File: config.mk
export PLATFORM = sky130hd
export DESIGN_NAME = mux2x1_stream_arb_flat
export DESIGN_NICKNAME = d
export VERILOG_FILES = /design/src/rtl/mux2x1_stream_arb_pkg.sv /design/src/rtl/mux2x1_stream_arb_if.sv /design/src/rtl/mux2x1_stream_arb_rr_arb2.sv /design/src/rtl/mux2x1_stream_arb.sv /design/src/flat_wrapper.sv
export SDC_FILE = /design/constraint.sdc
export NUM_CORES = 1
export LEC_CHECK = 0
export ABC_AREA = 1
export ABC_CLOCK_PERIOD_IN_PS = 1400
export CORE_UTILIZATION = 38
export CTS_CLUSTER_SIZE = 30
export DETAILED_ROUTE_END_ITERATION = 8
export PLACE_DENSITY = 0.87
export SLEW_MARGIN = 15
export SYNTH_ARGS = -nofsm -noshare
export SYNTH_HDL_FRONTEND = slang
export SYNTH_SLANG_ARGS = --single-unit
File: constraint.sdc
create_clock -name clk -period 1.4 [get_ports clk]
set_input_delay 0.28 -clock clk [delete_from_list [all_inputs] [get_ports clk]]
set_output_delay 0.28 -clock clk [all_outputs]
set_load 0.03 [all_outputs]
File: src/rtl/mux2x1_stream_arb_pkg.sv
// Shared constants and types for the 2-input stream arbiter.
// Source ids, default width and the output-stage state encoding.
package mux2x1_stream_arb_pkg;

  localparam logic SRC_A = 1'b0;
  localparam logic SRC_B = 1'b1;

  localparam int DEF_DATA_W = 8;

  typedef enum logic {
    EMPTY = 1'b0,
    FULL  = 1'b1
  } state_t;

endpackage

File: src/rtl/mux2x1_stream_arb_if.sv
// Valid/ready stream bundle with end-of-packet marker.
// master drives the beat, slave returns ready.
interface mux2x1_stream_arb_if
  import mux2x1_stream_arb_pkg::*;
#(
  parameter int DATA_W = DEF_DATA_W
) ();

  logic              valid;
  logic              ready;
  logic              last;
  logic [DATA_W-1:0] data;

  modport master (
    output valid,
    output data,
    output last,
    input  ready
  );

  modport slave (
    input  valid,
    input  data,
    input  last,
    output ready
  );

endinterface

File: src/rtl/mux2x1_stream_arb_rr_arb2.sv
// Combinational two-way grant logic: lock, then priority, then lone request.
// req[0] is source A, req[1] is source B.
module rr_arb2
  import mux2x1_stream_arb_pkg::*;
(
  input  logic [1:0] req,
  input  logic       prio,
  input  logic       lock,
  input  logic       lock_src,
  output logic       gnt_valid,
  output logic       gnt
);

  logic both;
  logic only_a;
  logic only_b;

  assign both   = ~lock &  req[0] &  req[1];
  assign only_a = ~lock &  req[0] & ~req[1];
  assign only_b = ~lock & ~req[0] &  req[1];

  // A locked packet holds the grant even while its source idles.
  always_comb begin
    gnt_valid = 1'b0;
    gnt       = SRC_A;
    unique case (1'b1)
      lock: begin
        gnt       = lock_src;
        gnt_valid = req[lock_src];
      end
      both: begin
        gnt       = prio;
        gnt_valid = 1'b1;
      end
      only_a: begin
        gnt       = SRC_A;
        gnt_valid = 1'b1;
      end
      only_b: begin
        gnt       = SRC_B;
        gnt_valid = 1'b1;
      end
      default: begin
        gnt       = SRC_A;
        gnt_valid = 1'b0;
      end
    endcase
  end

endmodule

File: src/rtl/mux2x1_stream_arb.sv
// Round-robin 2:1 stream arbiter with a one-entry registered output stage.
// Define MUX2X1_PKT_LOCK_EN to hold the grant for a whole packet.
module mux2x1_stream_arb
  import mux2x1_stream_arb_pkg::*;
#(
  parameter int DATA_W = DEF_DATA_W
) (
  input  logic                 clk,
  input  logic                 rst_n,
  mux2x1_stream_arb_if.slave   a,
  mux2x1_stream_arb_if.slave   b,
  mux2x1_stream_arb_if.master  y,
  output logic                 y_src,
  output logic                 sel
);

  state_t            state;
  state_t            state_nxt;
  logic              rst_done;
  logic              prio;
  logic              lock;
  logic              lock_src;
  logic              can_accept;
  logic              gnt_valid;
  logic              gnt;
  logic              xfer;
  logic              x_last;
  logic [DATA_W-1:0] x_data;
  logic [DATA_W-1:0] y_data_q;
  logic              y_last_q;

  assign can_accept = rst_done & (~y.valid | y.ready);

  rr_arb2 u_arb (
    .req       ({b.valid, a.valid}),
    .prio      (prio),
    .lock      (lock),
    .lock_src  (lock_src),
    .gnt_valid (gnt_valid),
    .gnt       (gnt)
  );

  assign a.ready = can_accept & gnt_valid
                 & (gnt == SRC_A) & a.valid;
  assign b.ready = can_accept & gnt_valid
                 & (gnt == SRC_B) & b.valid;
  assign xfer    = a.ready | b.ready;

  assign x_data = (gnt == SRC_B) ? b.data : a.data;
  assign x_last = (gnt == SRC_B) ? b.last : a.last;

  always_ff @(posedge clk or negedge rst_n) begin
    if (!rst_n) begin
      state <= EMPTY;
    end else begin
      state <= state_nxt;
    end
  end

  always_comb begin
    state_nxt = state;
    unique case (state)
      EMPTY: if (xfer) state_nxt = FULL;
      FULL:  if (y.ready && !xfer) state_nxt = EMPTY;
    endcase
  end

  always_comb begin
    y.valid = (state == FULL);
  end

  always_ff @(posedge clk or negedge rst_n) begin
    if (!rst_n) begin
      rst_done <= 1'b0;
      y_data_q <= '0;
      y_last_q <= 1'b0;
      y_src    <= SRC_A;
      sel      <= SRC_A;
    end else begin
      rst_done <= 1'b1;
      if (xfer) begin
        y_data_q <= x_data;
        y_last_q <= x_last;
        y_src    <= gnt;
        sel      <= gnt;
      end
    end
  end

  assign y.data = y_data_q;
  assign y.last = y_last_q;

`ifdef MUX2X1_PKT_LOCK_EN
  // Rotation only moves on at a packet boundary.
  always_ff @(posedge clk or negedge rst_n) begin
    if (!rst_n) begin
      prio     <= SRC_A;
      lock     <= 1'b0;
      lock_src <= SRC_A;
    end else if (xfer) begin
      lock     <= ~x_last;
      lock_src <= gnt;
      if (x_last) prio <= ~gnt;
    end
  end
`else
  assign lock     = 1'b0;
  assign lock_src = SRC_A;

  always_ff @(posedge clk or negedge rst_n) begin
    if (!rst_n) begin
      prio <= SRC_A;
    end else if (xfer) begin
      prio <= ~gnt;
    end
  end
`endif

endmodule
File: src/flat_wrapper.sv
// flat-port wrapper written by rule: the top's interface ports become plain ports
module mux2x1_stream_arb_flat import mux2x1_stream_arb_pkg::*;
#(
  parameter int DATA_W = DEF_DATA_W
)
  (clk, rst_n, y_src, sel, a_valid, a_data, a_last, a_ready, b_valid, b_data, b_last, b_ready, y_valid, y_data, y_last, y_ready);
  mux2x1_stream_arb_if #(.DATA_W(DATA_W)) a_i ();
  mux2x1_stream_arb_if #(.DATA_W(DATA_W)) b_i ();
  mux2x1_stream_arb_if #(.DATA_W(DATA_W)) y_i ();
  input  logic clk;
  input  logic rst_n;
  output logic y_src;
  output logic sel;
  input wire logic [$bits(a_i.valid)-1:0] a_valid;
  input wire logic [$bits(a_i.data)-1:0] a_data;
  input wire logic [$bits(a_i.last)-1:0] a_last;
  output wire logic [$bits(a_i.ready)-1:0] a_ready;
  input wire logic [$bits(b_i.valid)-1:0] b_valid;
  input wire logic [$bits(b_i.data)-1:0] b_data;
  input wire logic [$bits(b_i.last)-1:0] b_last;
  output wire logic [$bits(b_i.ready)-1:0] b_ready;
  output wire logic [$bits(y_i.valid)-1:0] y_valid;
  output wire logic [$bits(y_i.data)-1:0] y_data;
  output wire logic [$bits(y_i.last)-1:0] y_last;
  input wire logic [$bits(y_i.ready)-1:0] y_ready;
  assign a_i.valid = a_valid;
  assign a_i.data = a_data;
  assign a_i.last = a_last;
  assign a_ready = a_i.ready;
  assign b_i.valid = b_valid;
  assign b_i.data = b_data;
  assign b_i.last = b_last;
  assign b_ready = b_i.ready;
  assign y_valid = y_i.valid;
  assign y_data = y_i.data;
  assign y_last = y_i.last;
  assign y_i.ready = y_ready;
  mux2x1_stream_arb #(.DATA_W(DATA_W)) u_core (.clk(clk), .rst_n(rst_n), .a(a_i), .b(b_i), .y(y_i), .y_src(y_src), .sel(sel));
endmodule
==> results of run 1 <==
[final timing paths]
check | start | endpoint | slack [ns] | cells after the start
worst min register to register | u_core.y.data[5]$_DFFE_PN0P_ | u_core.y.data[5]$_DFFE_PN0P_ | 0.48 | 2
worst max-delay path | u_core.y.valid$_DFF_PN0_ | b_ready | -0.06 | 5
worst min-delay path | rst_n | u_core.y.data[5]$_DFFE_PN0P_ | 0.30 | 2
max in group asynchronous | rst_n | u_core.y.last$_DFFE_PN0P_ | 0.94 | 2
min in group clk | u_core.y.data[5]$_DFFE_PN0P_ | u_core.y.data[5]$_DFFE_PN0P_ | 0.48 | 2
worst max register to register | u_core.prio$_DFFE_PN0P_ | u_core.y.last$_DFFE_PN0P_ | 0.32 | 8
[layout make-up]
class / count / share of cell area, %
Inverter: 9 / 2.94
Clock inverter: 1 / 0.436
Timing Repair Buffer: 43 / 35.0
Sequential cell: 13 / 28.3
Tap cell: 25 / 2.72
Multi-Input combinational cell: 63 / 28.6
Clock buffer: 3 / 1.96
[cells in the mapped netlist (all sizes together)]
master  number  area (um2)
conb         1        3.75
nand2       43         179
buf          4        41.3
nand3b       6        57.6
dfrtp       13         325
o21ai        1        5.00
inv          9        33.8
nand3        9        45.0
clkbuf       1        13.8
nor2         3        16.3
[state kept, by name (all words and copies together), names as in the netlist]
signal / count
u_core.y_src: 1
u_core.y.data: 8
u_core.prio: 1
u_core.rst_done: 1
u_core.y.last: 1
u_core.y.valid: 1
[power breakdown]
part           leakage [nW]  total [mW]  switching [mW]  internal, mW
clock network        0.0177       0.242           0.135         0.106
logic                 0.444       0.507           0.306         0.201
registers             0.159       0.478          0.0368         0.441
[layout by cell type, fill, tap and decap left out]
cell type        netlist  routed
dlygate4sd2_1          0      14
nor2_2                 2       1
nand2_2                1       2
nand2_4                2       3
inv_1                  9       8
dfrtp_1               13      13
o21ai_0                1       1
inv_2                  0       1
clkbuf_4               0       3
nor2_4                 0       2
clkdlybuf4s50_1        0      19
conb_1                 1       1
nand3b_4               1       1
nand3b_1               5       5
buf_6                  3       3
clkdlybuf4s15_1        0       1
nand3_1                9       9
clkinv_2               0       1
buf_4                  1       6
nand2_1               40      38
[what timing repair did]
action | CTS | global route
setup endpoints to repair | 14 | 3
buffers inserted | 1 | 0
hold endpoints to repair | 0 | 0
gates cloned | 0 | 0
gates resized for setup | 21 | 4
pin swaps | 3 | 3
[per-layer routing]
metal | share of wire (%) | track usage, % | up-vias | routed length [um]
met5 | 0 | 0 | - | 0
met4 | 1.5 | 10.3 | 0 | 29
met3 | 4.4 | 3.57 | 4 | 83
met2 | 51 | 35.7 | 29 | 976
met1 | 43 | 24.9 | 348 | 806
li1 | - | - | 356 | -
[cells by family (layout without fill, tap and decap cells)]
| kind of cell | Yosys count | in the layout | share of synthesized area [%] |
|---|---|---|---|
| compound gates | 1 | 1 | 0.694 |
| buf+inv | 14 | 56 | 12.3 |
| flops | 13 | 13 | 45.1 |
| other cells | 1 | 1 | 0.520 |
| simple gates | 61 | 61 | 41.3 |
[stage by stage]
step	setup TNS [ns]	worst slack, ns	hold slack (ns)
finish	-0.122	-0.0633	0.298
global route	-0.243	-0.124	0.296
CTS	-0.191	-0.0966	0.301
detailed placement	-0.976	-0.242	0.464
global placement	-0.596	-0.164	0.464
floorplan	0	0.0179	-0.0156
[worst register-to-register path: cells and delay by family, from the launching register on]
kind,cells,cell delay [ns]
buffers and inverters,2,0.27
and+or+nand+nor,6,0.39
DFF,1,0.37
==> flow_summary.yaml, run 1 <==
finish:
  finalNetCount: 156
  register_area_um2: 325
  fillers: 166
  drive_gt1_share_pct: 17.4
  n_antenna_cell: 0
  final_area_um2: 1150
  multi_input_comb_area_um2: 329
  areaGrowthSynthToFinish_pct: 59.4
  fin_util_pct: 65.8
  finalNonFillerCells: 157
global_route:
  grt_use_total_pct: 20.8
  grt_max_degree: 14
  grt_pass1_vias: 719
  antenna_found_initial: 0
  grt_pass1_wl_um: 3010
  overflow: 0
power:
  p_leak_nw: 0.621
  cellPowerDensity_nw_per_um2: 1070
  finalPower_mw: 1.23
  irDropWorstVdd_mv: 0.748
run_status:
  violations: "negative setup slack"
  outcome: "finished with violations"
worst_setup_path:
  cp_slowest_cell: "dfrtp_1"
  crit_required_ns: 1.12
  critPathMaxFanout: 2
  slowest_delay_ns: 0.39
  start_kind: "flip-flop"
  crit_family: "flip-flops"
  path_cells: "nand2_2 -> nand2_4 -> buf_6 -> nor2_4 -> buf_6"
  critPathBufInv: 2
  crit_arrival_ns: 1.18
  cpMostUsedCell: "buf_6"
  path_class: "flip-flop to output pin"
  critPathCaptureType: "output pin"
route:
  final_antenna_net_count: 0
  firstDrtPassIters: 4
  post_drt_wl_per_cell_um: 12.1
  drc: 0
  drtIter0Drc: 12
  wirelength_um: 1900
  vias: 737
  via_per_inst: 4.69
synthesis:
  syn_avg_cell_area_um2: 8.01
  seq_area_frac_synth_pct: 45.1
  synth_warnings: 0
  syn_area_um2: 721
  synthDistinctLibCells: 15
  synth_nets: 113
  synth_seq_cells: 13
  syn_inst: 90
clock_tree:
  numClockSinks: 13
  cts_buffer_depth: 2
  htree_levels: 1
  cts_hold_buf: 0
  path_clk_slew_ns: 0.09
  cts_buffers: 3
  insertion_delay_ns: 0.28
  cts_tree: "yes"
  cts_root_buf: "clkbuf_4"
floorplanning:
  fp-row-count: 15
  die_area_um2: 2070
  die_h_um: 45.6
  start_util_pct: 41.3
  pin_count: 37
  core_area_um2: 1750
  die_w_um: 45.6
sta:
  rsz0062_at_grt: "true"
  setup_viol: 2
  fmaxAchievable_mhz: 683
  clock_skew_ns: 0.00600
  final_hold_viol_count: 0
  final.setup.worst_slack_ns: -0.0633
  slew_violations: 0
  fin_crit_sh_pct: 105
  min_period_ns: 1.46
place:
  dpl_cell_area_um2: 1100
  gp_congestion: 0.781
  io_buffers: 36
  place_inst: 152
  dp_hpwl_um: 1440
flow_run:
  drv_cap: 0
min_path:
  hold_path_class: "primary input to async pin"
No activity file was read; power rests on OpenSTA's default activity.
==> run 2, diff against run 1 <==
- ABC_CLOCK_PERIOD_IN_PS: 1400 -> 1520
- TNS_END_PERCENT: default -> 20
- clock period: 1.4 -> 1.52 ns (I/O delays scaled with it)
==> flow_summary.yaml, run 2 (synthesis gave the netlist of run 1 again) <==
sta:
  tightest_slew_ns: 0.612
  fin_crit_sh_pct: 98.2
  final.setup.worst_slack_ns: 0.0272
  setup_viol: 0
  fmaxAchievable_mhz: 670
  slew_violations: 0
  final_hold_viol_count: 0
  clock_skew_ns: 0.00281
  min_period_ns: 1.49
  rsz0062_at_grt: "true"
  relSlewSlack_pct: 59.1
finish:
  largest_register_ffs: 8
  n_antenna_cell: 0
  final_common_cell: "nand2_1"
  fin_util_pct: 64.1
  finalNetCount: 156
  final_area_um2: 1120
  drive_gt1_share_pct: 14.4
  finalNonFillerCells: 157
  layout_common_cells: "39 x nand2_1, 19 x clkdlybuf4s50_1, 15 x dlygate4sd2_1"
  areaGrowthSynthToFinish_pct: 55.2
place:
  place_inst: 152
  dpl_cell_area_um2: 1100
  dpl_worst_slack_ns: -0.119
  gp_congestion: 0.787
  io_buffers: 36
  dp_hpwl_um: 1330
floorplanning:
  start_util_pct: 41.3
  core_area_um2: 1750
  fp-row-count: 15
  die_h_um: 45.6
  die_w_um: 45.6
  die_area_um2: 2070
  pin_count: 37
worst_setup_path:
  crit_required_ns: 1.22
  critPathMaxFanout: 2
  path_class: "flip-flop to output pin"
  r2r-start: "u_core.prio$_DFFE_PN0P_"
  crit_arrival_ns: 1.19
  path_cells: "nand2_2 -> nand2_2 -> nor2_2 -> nand2_1 -> inv_1 -> buf_6"
  reg2reg_slack_ns: 0.48
  start_kind: "flip-flop"
  startpoint: "u_core.y.valid$_DFF_PN0_"
  cp_slowest_cell: "dfrtp_1"
  critPathCaptureType: "output pin"
  slowest_delay_ns: 0.40
  cpMostUsedCell: "nand2_2"
global_route:
  overflow: 0
  grt_pass1_vias: 706
  grt_pass1_wl_um: 3040
  grt_max_degree: 14
  grt_use_total_pct: 21.7
  antenna_found_initial: 0
route:
  final_antenna_net_count: 0
  drtIter0Drc: 12
  wirelength_um: 1830
  post_drt_wl_per_cell_um: 11.7
  drc: 0
  vias: 715
  via_per_inst: 4.55
  firstDrtPassIters: 4
clock_tree:
  cts_buffers: 3
  path_clk_slew_ns: 0.08
  htree_levels: 1
  insertion_delay_ns: 0.28
  cts_tree: "yes"
  cts_root_buf: "clkbuf_4"
  cts_buffer_depth: 2
  numClockSinks: 13
  cts_hold_buf: 0
power:
  p_leak_nw: 0.615
  cellPowerDensity_nw_per_um2: 991
  irDropWorstVdd_mv: 0.538
flow_run:
  drv_cap: 0
min_path:
  hold_path_class: "primary input to async pin"
run_status:
  outcome: "completed"
## run 2: routing by layer
metal / track usage [%] / vias up / share of wire, %
li1: - / 356 / -
met1: 25.1 / 328 / 43
met2: 35.1 / 27 / 48
met3: 5.56 / 4 / 6.0
met4: 14.5 / 0 / 3.1
met5: 0 / - / 0
## run 2: power breakdown
| group | total, mW | switching, mW | internal, mW |
|---|---|---|---|
| clock network | 0.218 | 0.116 | 0.102 |
| logic | 0.455 | 0.274 | 0.181 |
| registers | 0.436 | 0.0299 | 0.406 |
## run 2: repair_timing
item                       in CTS  in global routing
setup endpoints to repair      14                  2
setup buffers                   1                  0
gates resized for setup        17                  0
pin swaps                       3                  1
## run 2: cell type report
cell class                 count  area [um2]
clock buffer                   4        26.3
inverter                       9        33.8
fill                         168         627
sequential                    13         325
timing repair buffer          43         393
multi-input combinational     63         309
tap                           25        31.3
## run 2: critical path: cells and delay by family, from the launching register on
kind | cells | cell delay (ns)
flip-flops | 1 | 0.40
AND/OR/NAND/NOR | 4 | 0.31
buffers and inverters | 2 | 0.21
## run 2: path summary, 6_finish.rpt
path | cells past startpoint | end
min in group clk | 2 | u_core.y.data[0]$_DFFE_PN0P_
max | 6 | a_ready
max in group asynchronous | 1 | u_core.rst_done$_DFF_PN0_
min | 1 | u_core.y.data[1]$_DFFE_PN0P_
max reg2reg | 7 | u_core.y.last$_DFFE_PN0P_
min reg2reg | 2 | u_core.y.data[0]$_DFFE_PN0P_
## run 2: per-stage QoR
step	setup TNS [ns]	total power [mW]	hold WS, ns
2_1_floorplan	0	0.721	0.00841
3_3_place_gp	-0.186	0.926	0.464
3_5_place_dp	-0.229	0.939	0.468
4_1_cts	0	1.12	0.417
5_1_grt	-0.0833	1.19	0.451
6_report	0	1.11	0.405
==> run 3, diff against run 2 <==
- CAP_MARGIN: default -> 20
- CORE_ASPECT_RATIO: default -> 1.25
==> flow_summary.yaml, run 3 (synthesis gave the netlist of run 1 again) <==
sta:
  fmaxAchievable_mhz: 677
  slew_violations: 0
  fin_crit_sh_pct: 97.2
  clock_skew_ns: 0.00441
  relSlewSlack_pct: 62.6
  rsz0062_at_grt: "true"
  hold_ws_ns: 0.399
  min_period_ns: 1.48
  final.setup.worst_slack_ns: 0.0420
  setup_viol: 0
  final_hold_viol_count: 0
  tightest_slew_ns: 0.559
global_route:
  grt_pass1_vias: 637
  overflow: 0
  grt_max_degree: 14
  grt_pass1_wl_um: 2620
  grt_use_total_pct: 18.3
  antenna_found_initial: 0
worst_setup_path:
  crit_required_ns: 1.22
  path_class: "flip-flop to output pin"
  path_cells: "nand2_2 -> nand2_2 -> nor2_2 -> nand2_1 -> inv_1 -> buf_6"
  cpMostUsedCell: "nand2_2"
  slowest_delay_ns: 0.39
  critPathCaptureType: "output pin"
  critPathBufInv: 2
  start_kind: "flip-flop"
  crit_arrival_ns: 1.17
  crit_family: "flip-flops"
  cp_slowest_cell: "dfrtp_1"
  critPathMaxFanout: 2
place:
  gp_congestion: 0.745
  dpl_cell_area_um2: 1080
  io_buffers: 36
  dpl_worst_slack_ns: -0.116
  dp_hpwl_um: 1240
clock_tree:
  numClockSinks: 13
  insertion_delay_ns: 0.26
  path_clk_slew_ns: 0.07
  cts_buffers: 3
  htree_levels: 1
  cts_tree: "yes"
  cts_root_buf: "clkbuf_4"
  cts_buffer_depth: 2
  postCtsSetupBuffers: 0
finish:
  areaGrowthSynthToFinish_pct: 52.6
  finalNetCount: 154
  n_antenna_cell: 0
  drive_gt1_share_pct: 13.1
  multi_input_comb_area_um2: 309
  layout_common_cells: "39 x nand2_1, 19 x clkdlybuf4s50_1, 14 x dlygate4sd2_1"
  register_area_um2: 325
  fillers: 162
  final_area_um2: 1100
  final_common_cell: "nand2_1"
  fin_util_pct: 62.3
  largest_register_ffs: 8
route:
  via_per_inst: 4.75
  drc: 0
  firstDrtPassIters: 4
  post_drt_wl_per_cell_um: 10.5
  wirelength_um: 1560
  final_antenna_net_count: 0
  drtIter0Drc: 16
  vias: 708
floorplanning:
  core_area_um2: 1770
  start_util_pct: 40.8
  fp-row-count: 17
  die_w_um: 41.0
  die_h_um: 50.7
  pin_count: 37
  die_area_um2: 2080
min_path:
  hold_path_class: "primary input to async pin"
power:
  p_int_mw: 0.683
  combPwrFrac_pct: 40.8
  finalPower_mw: 1.08
  cellPowerDensity_nw_per_um2: 980
  irDropWorstVdd_mv: 0.381
  p_leak_nw: 0.613
  clkPwrFrac_pct: 18.5
  netSwitchingFraction_pct: 36.6
  p_switching_mw: 0.395
  p_seq_share_pct: 40.7
run_status:
  outcome: "completed"
flow_run:
  drv_cap: 0
-- run 3: changes by cell type in the layout (fill, tap and decap cells not counted) --
cell | previous run | this run
dlymetal6s2s_1 | 0 | 1
dlygate4sd2_1 | 15 | 14
buf_4 | 8 | 6
-- run 3: power groups by stage --
stage / Sequential, mW / Combinational [mW] / Clock (mW)
6_report: 0.438 / 0.440 / 0.199
5_1_grt: 0.446 / 0.476 / 0.225
4_1_cts: 0.439 / 0.441 / 0.211
3_5_place_dp: 0.448 / 0.482 / 0
3_3_place_gp: 0.446 / 0.474 / 0
2_1_floorplan: 0.555 / 0.165 / 0
-- run 3: through the flow --
stage / instances / TNS (ns)
2_1_floorplan: 90 / 0
3_3_place_gp: 145 / -0.135
3_5_place_dp: 145 / -0.178
4_1_cts: 149 / -0.105
5_1_grt: 149 / -0.0326
6_report: 149 / 0
-- run 3: layout make-up --
class,count,share of cell area [%]
Clock buffer,4,2.39
Inverter,9,3.07
Multi-Input combinational cell,63,28.1
Sequential cell,13,29.6
Tap cell,19,2.16
Timing Repair Buffer,41,34.7
-- run 3: metal layers --
metal	vias to the layer above	GRT usage [%]	wire length (um)
met5	-	0	0
li1	355	-	-
met4	0	12.8	26
met1	330	24.1	659
met2	21	26.8	824
met3	2	1.33	54
-- run 3: worst reg2reg max path, cell delays in order (launching register included) --
cell	delay, ns
dfrtp_1	0.37
inv_1	0.10
nand2_4	0.07
nand2_4	0.06
buf_4	0.16
nand2_1	0.07
nand3_1	0.08
nand2_1	0.05
-- run 3: worst paths after layout --
check	end	slack [ns]	cells past startpoint	from
worst max-delay path	a_ready	0.04	6	u_core.y.valid$_DFF_PN0_
worst min-delay path	u_core.prio$_DFFE_PN0P_	0.40	1	rst_n
worst max register to register	u_core.y.data[6]$_DFFE_PN0P_	0.45	7	u_core.prio$_DFFE_PN0P_
worst min register to register	u_core.y.data[7]$_DFFE_PN0P_	0.48	2	u_core.y.data[7]$_DFFE_PN0P_
max in group asynchronous	u_core.y.data[3]$_DFFE_PN0P_	0.75	1	rst_n
min in group clk	u_core.y.valid$_DFF_PN0_	0.45	5	y_ready
-- run 3: timing repair --
action / CTS / global route
gates resized for setup: 15 / 2
endpoints found under the setup margin: 14 / 2
hold buffers: 0 / 0
pin swaps: 0 / 3
